File: src/rtl/binary_to_bcd_pkg.sv
// Shared types and constants for the binary-to-BCD converter and its seven-segment decoder.
// Lookup patterns are active-low, ordered {g,f,e,d,c,b,a}.
package binary_to_bcd_pkg;

    typedef logic [3:0] bcd_digit_t;
    typedef logic [6:0] seg_pattern_t;

    localparam bcd_digit_t   ADD3_THRESHOLD = 4'd5;
    localparam seg_pattern_t SEG_BLANK      = 7'h7F;

    localparam seg_pattern_t SEG_DIGIT_0 = 7'b1000000;
    localparam seg_pattern_t SEG_DIGIT_1 = 7'b1111001;
    localparam seg_pattern_t SEG_DIGIT_2 = 7'b0100100;
    localparam seg_pattern_t SEG_DIGIT_3 = 7'b0110000;
    localparam seg_pattern_t SEG_DIGIT_4 = 7'b0011001;
    localparam seg_pattern_t SEG_DIGIT_5 = 7'b0010010;
    localparam seg_pattern_t SEG_DIGIT_6 = 7'b0000010;
    localparam seg_pattern_t SEG_DIGIT_7 = 7'b1111000;
    localparam seg_pattern_t SEG_DIGIT_8 = 7'b0000000;
    localparam seg_pattern_t SEG_DIGIT_9 = 7'b0010000;

    // Smallest digit count with 10^d >= 2^w, using log2(10) ~= 3.3219.
    function automatic int min_bcd_digits(input int w);
        int result;
        result = w;
        for (int d = w; d >= 0; d--) begin
            if (d * 33219 >= w * 10000) begin
                result = d;
            end
        end
        return result;
    endfunction

endpackage

File: src/rtl/bcd_to_seven_seg.sv
// Single-digit BCD to active-low seven-segment decoder with a blanking input.
module bcd_to_seven_seg
    import binary_to_bcd_pkg::*;
(
    input  bcd_digit_t   digit,
    input  logic         blank,
    output seg_pattern_t seg
);

    always_comb begin
        seg = SEG_BLANK;
        if (!blank) begin
            case (digit)
                4'd0:    seg = SEG_DIGIT_0;
                4'd1:    seg = SEG_DIGIT_1;
                4'd2:    seg = SEG_DIGIT_2;
                4'd3:    seg = SEG_DIGIT_3;
                4'd4:    seg = SEG_DIGIT_4;
                4'd5:    seg = SEG_DIGIT_5;
                4'd6:    seg = SEG_DIGIT_6;
                4'd7:    seg = SEG_DIGIT_7;
                4'd8:    seg = SEG_DIGIT_8;
                4'd9:    seg = SEG_DIGIT_9;
                default: seg = SEG_BLANK;
            endcase
        end
    end

endmodule

File: src/rtl/binary_to_bcd.sv
// Registered double-dabble binary-to-BCD converter, one result per cycle, one cycle latency.
// Define BINARY_TO_BCD_SEG_EN to add the leading-zero-blanked seven-segment output.
module binary_to_bcd
    import binary_to_bcd_pkg::*;
#(
    parameter int BIN_WIDTH = 8,
    parameter int DIGITS    = 3
) (
    input  logic                   clock,
    input  logic                   reset,
    input  logic [BIN_WIDTH-1:0]   bin,
    input  logic                   bin_valid,
    output logic [4*DIGITS-1:0]    bcd,
`ifdef BINARY_TO_BCD_SEG_EN
    output logic [7*DIGITS-1:0]    seg,
`endif
    output logic                   bcd_valid
);

    localparam int SCRATCH_W = 4*DIGITS + BIN_WIDTH;

    generate
        if (DIGITS < min_bcd_digits(BIN_WIDTH)) begin : g_digits_too_few
            $error("binary_to_bcd: DIGITS too small to represent 2^BIN_WIDTH-1");
        end
    endgenerate

    logic [SCRATCH_W-1:0]  scratch;
    logic [4*DIGITS-1:0]   bcd_next;
    logic [4*DIGITS-1:0]   bcd_reg;
    logic                  bcd_valid_reg;

    // Adjust-then-shift per bit; after the last shift the digits occupy the top of scratch.
    always_comb begin
        scratch = {{(4*DIGITS){1'b0}}, bin};
        for (int i = 0; i < BIN_WIDTH; i++) begin
            for (int d = 0; d < DIGITS; d++) begin
                if (scratch[BIN_WIDTH + 4*d +: 4] >= ADD3_THRESHOLD) begin
                    scratch[BIN_WIDTH + 4*d +: 4] = scratch[BIN_WIDTH + 4*d +: 4] + 4'd3;
                end
            end
            scratch = scratch << 1;
        end
        bcd_next = scratch[SCRATCH_W-1 -: 4*DIGITS];
    end

    always_ff @(posedge clock) begin
        if (reset) begin
            bcd_reg       <= '0;
            bcd_valid_reg <= 1'b0;
        end else begin
            bcd_valid_reg <= bin_valid;
            if (bin_valid) begin
                bcd_reg <= bcd_next;
            end
        end
    end

    assign bcd       = bcd_reg;
    assign bcd_valid = bcd_valid_reg;

`ifdef BINARY_TO_BCD_SEG_EN
    logic [DIGITS-1:0]    blank;
    logic [7*DIGITS-1:0]  seg_next;
    logic [7*DIGITS-1:0]  seg_reg;
    logic                 higher_zero;

    // A digit blanks only when it and every digit above it are zero; units always shows.
    always_comb begin
        blank       = '0;
        higher_zero = 1'b1;
        for (int d = DIGITS-1; d >= 1; d--) begin
            higher_zero = higher_zero && (bcd_next[4*d +: 4] == 4'd0);
            blank[d]    = higher_zero;
        end
    end

    genvar gi;
    generate
        for (gi = 0; gi < DIGITS; gi++) begin : g_seg
            bcd_to_seven_seg u_seg (
                .digit (bcd_next[4*gi +: 4]),
                .blank (blank[gi]),
                .seg   (seg_next[7*gi +: 7])
            );
        end
    endgenerate

    always_ff @(posedge clock) begin
        if (reset) begin
            seg_reg <= {DIGITS{SEG_BLANK}};
        end else if (bin_valid) begin
            seg_reg <= seg_next;
        end
    end

    assign seg = seg_reg;
`endif

endmodule

File: config.mk
export PLATFORM = sky130hd
export DESIGN_NAME = binary_to_bcd
export DESIGN_NICKNAME = d
export VERILOG_FILES = /design/src/rtl/binary_to_bcd_pkg.sv /design/src/rtl/bcd_to_seven_seg.sv /design/src/rtl/binary_to_bcd.sv
export SDC_FILE = /design/constraint.sdc
export NUM_CORES = 1
export LEC_CHECK = 0
export CORE_MARGIN = 5
export CORE_UTILIZATION = 38
export CTS_CLUSTER_DIAMETER = 30
export DETAILED_ROUTE_END_ITERATION = 12
export PLACE_DENSITY_LB_ADDON = 0.2
export REMOVE_ABC_BUFFERS = 1
export SETUP_SLACK_MARGIN = 0.2
export SYNTH_ARGS = -nofsm -noshare
export SYNTH_HDL_FRONTEND = slang
export SYNTH_HIERARCHICAL = 1
export SYNTH_SLANG_ARGS = --single-unit
File: constraint.sdc
create_clock -name clock -period 6.9 [get_ports clock]
set_clock_uncertainty 0.2 [all_clocks]
set_input_delay 1.38 -clock clock [delete_from_list [all_inputs] [get_ports clock]]
set_output_delay 1.38 -clock clock [all_outputs]
set_load 0.02 [all_outputs]
==> impl_metrics.ini <==
[placement]
place.gp.congestion = 0.810
pre_cts_slack_ns = 0.0943
hpwlAfterDp_um = 2660
io_buffers = 21

[synthesis]
syn-cell-area_um2 = 1440
synthMuxAreaShare_pct = 6.59
synth_edf_count = 0
synth_warnings = 6
ys_seq_elements = 11
synth_top_area_share_pct = 15.3
synthSimpleGateAreaFrac_pct = 27.2
yosysUniqueCellTypes = 65
async_flop_share_pct = 0
synth-compound-area-share_pct = 31.6
synth-seq-area-share_pct = 15.3
yosysTopAreaCell = dfxtp_1
synth_cells = 179
synth_fa_ha_area_share_pct = 9.37
synth_area_leaders = dfxtp_1 15%, ha_1 8.7%, nand2_1 4.7%
ys.flop_type = dfxtp_1
synth_top_family_by_area = compound AO/OA/AOI/OAI gates
synth-xor-area-share_pct = 3.47
avgSynthCellArea_um2 = 8.06

[sta]
fin_crit_sh_pct = 91.8
setup_viol = 0
grt_setup_unrepaired = false
fin_setup_tns_ns = 0
fin_crit_ns = 6.33
finalHoldViolCount = 0
slew_headroom_pct = 58.8
fmax_mhz = 158
slew_violations = 0
setup_ws_ns = 0.566
worst_pin_slew_ns = 0.614

[worst_setup_path]
cpMostUsedCell = ha_1
endpoint_kind = flop
crit_slowest_cell = clkdlybuf4s50_1
worstSetupStartpointType = input port
critical_path_required_ns = 6.85
crit_fanout = 7
critPathArrivalTime_ns = 6.28
crit_type = input port to flop
slowest_delay_ns = 0.54

[cts]
cts_hold_buf = 0
cts.path.max_buffers = 2
clk_pin_slew_ns = 0.05
clk_latency_ns = 0.23
cts_sinks = 11
htreeDepth = 1
tritoncts = built
numCtsBuffers = 3
cts_root_buf = clkbuf_8

[global_routing]
top_usage_layer = met2
grt_use_met1_pct = 16.6
met3_usage_pct = 2.10
antenna_found_initial = 0
grt_max_degree = 15
grt_use_total_pct = 13.5
grt_pass1_vias = 1405
grt_pass1_wl_um = 5880
grt_util_met2_pct = 22.9
grt_overflow = 0

[pwr]
switchingPower_uw = 163
p_per_area_nw_per_um2 = 215
internal_power_uw = 222
seq_power_share_pct = 20.0
vdd_drop_max_v = 0.000156
sw_frac_of_total_pct = 42.3
p_comb_share_pct = 63.6
power_leakage_nw = 0.725
clkPwrFrac_pct = 16.4

[detailed_routing]
num_vias = 1399
drc = 0
ant_nets = 0
wirelength_um = 3380
viasPerCell = 5.57
drt_iter0_markers = 113
wire_per_inst_um = 13.5
drt_pass1_iterations = 4

[die]
dieHeight_um = 71.6
die_x_um = 71.6
core_um2 = 3660
initial_core_util_pct = 39.4
io_pins = 24
num_rows = 22
die-area_um2 = 5130

[run]
maxCapViolCount = 0

[hold_path]
worstHoldPathType = flop to flop

[layout]
diodes = 0
area_delta_synth_final_pct = 23.8
final_nets = 225
regArea_um2 = 220
drive_above_1_share_pct = 19.2
largest_reg_flops = 10
multi_input_area_um2 = 1160
fillers = 339

[run_status]
status = complete, no violations
==> power groups by stage <==
stage | registers [mW] | logic [mW] | clock network (mW)
2_1_floorplan | 0.0889 | 0.164 | 0
3_3_place_gp | 0.0779 | 0.230 | 0
3_5_place_dp | 0.0780 | 0.234 | 0
4_1_cts | 0.0770 | 0.237 | 0.0658
5_1_grt | 0.0781 | 0.269 | 0.0688
6_report | 0.0769 | 0.245 | 0.0630
==> worst paths after layout <==
check	start	to	slack, ns	cells after the start
max reg2reg	bcd[2]	bcd[2]	6.02	2
min	bcd[9]	bcd[9]	0.26	2
min reg2reg	bcd[9]	bcd[9]	0.26	2
max	bin[5]	bcd[8]	0.57	26
==> placed cells by master, fill, tap and decap left out, types with 3 or more instances in the layout <==
master / count
nand2_1: 18
inv_1: 14
nor3_1: 7
clkbuf_8: 3
nor2_1: 16
and2_1: 5
ha_1: 9
nor3_2: 3
nand2b_1: 4
buf_4: 5
a31oi_1: 3
mux2i_1: 5
a21o_1: 3
o21ai_0: 6
nand3_1: 3
clkdlybuf4s50_1: 21
a21oi_1: 6
dfxtp_1: 11
==> critical path: cells and delay by family <==
kind                       cells  cell delay [ns]
AOI/OAI and AO/OA              2             0.15
xor gates and xnor gates       1             0.17
adders and majority gates      6             1.21
buffers and inverters          5             0.87
muxes                          1             0.22
and+or+nand+nor               11             2.27
==> final cells by class <==
| cell class | count | share of cell area, % |
|---|---|---|
| Multi-Input combinational cell | 148 | 65.0 |
| Timing Repair Buffer | 26 | 13.9 |
| Sequential cell | 11 | 12.3 |
| Tap cell | 48 | 3.36 |
| Inverter | 14 | 2.94 |
| Clock buffer | 4 | 2.52 |
==> metrics by stage <==
stage | power, mW | instances | util (%) | hold slack, ns | instance area, µm²
4_1_cts | 0.379 | 249 | 47.7 | 0.266 | 1750
6_report | 0.385 | 251 | 48.8 | 0.262 | 1790
3_3_place_gp | 0.308 | 245 | 46.5 | 0.231 | 1700
5_1_grt | 0.416 | 251 | 48.8 | 0.286 | 1790
3_5_place_dp | 0.312 | 245 | 46.5 | 0.252 | 1700
2_1_floorplan | 0.253 | 173 | - | 0.319 | 1410
==> cells by family (layout without fill, tap and decap cells) <==
kind of cell    after synthesis  after routing
buf+inv                      21             44
fa+ha+maj                    11             11
compound gates               52             52
xor+xnor                      4              4
other cells                   1              2
mux                           8              8
simple gates                 71             71
flops                        11             11
==> synthesized netlist by cell type (all sizes together) (2+ instances only) <==
cell type  count
a2111oi        4
a211o          2
a211oi         3
a21bo          2
a21o           3
a21oi          8
a31oi          3
a32o           2
and2           5
buf            3
clkbuf         4
dfxtp         11
ha            10
inv           14
mux2           2
mux2i          6
nand2         19
nand2b         4
nand3          3
nor2          17
nor3          10
nor4           3
o211ai         2
o21ai          8
o22ai          2
o31ai          2
or2            2
xnor2          3
==> repair_timing <==
action                                  4_1_cts  5_1_grt
buffers inserted                              0        2
gates resized for setup                       0        5
endpoints found under the setup margin        0        6
hold endpoints to repair                      0        0
==> routing by layer <==
layer / vias to the layer above / routed length (µm)
li1: 710 / -
met1: 634 / 1500
met2: 49 / 1650
met3: 6 / 185
met4: 0 / 42
met5: - / 0
(Power assumes the default switching activity.)
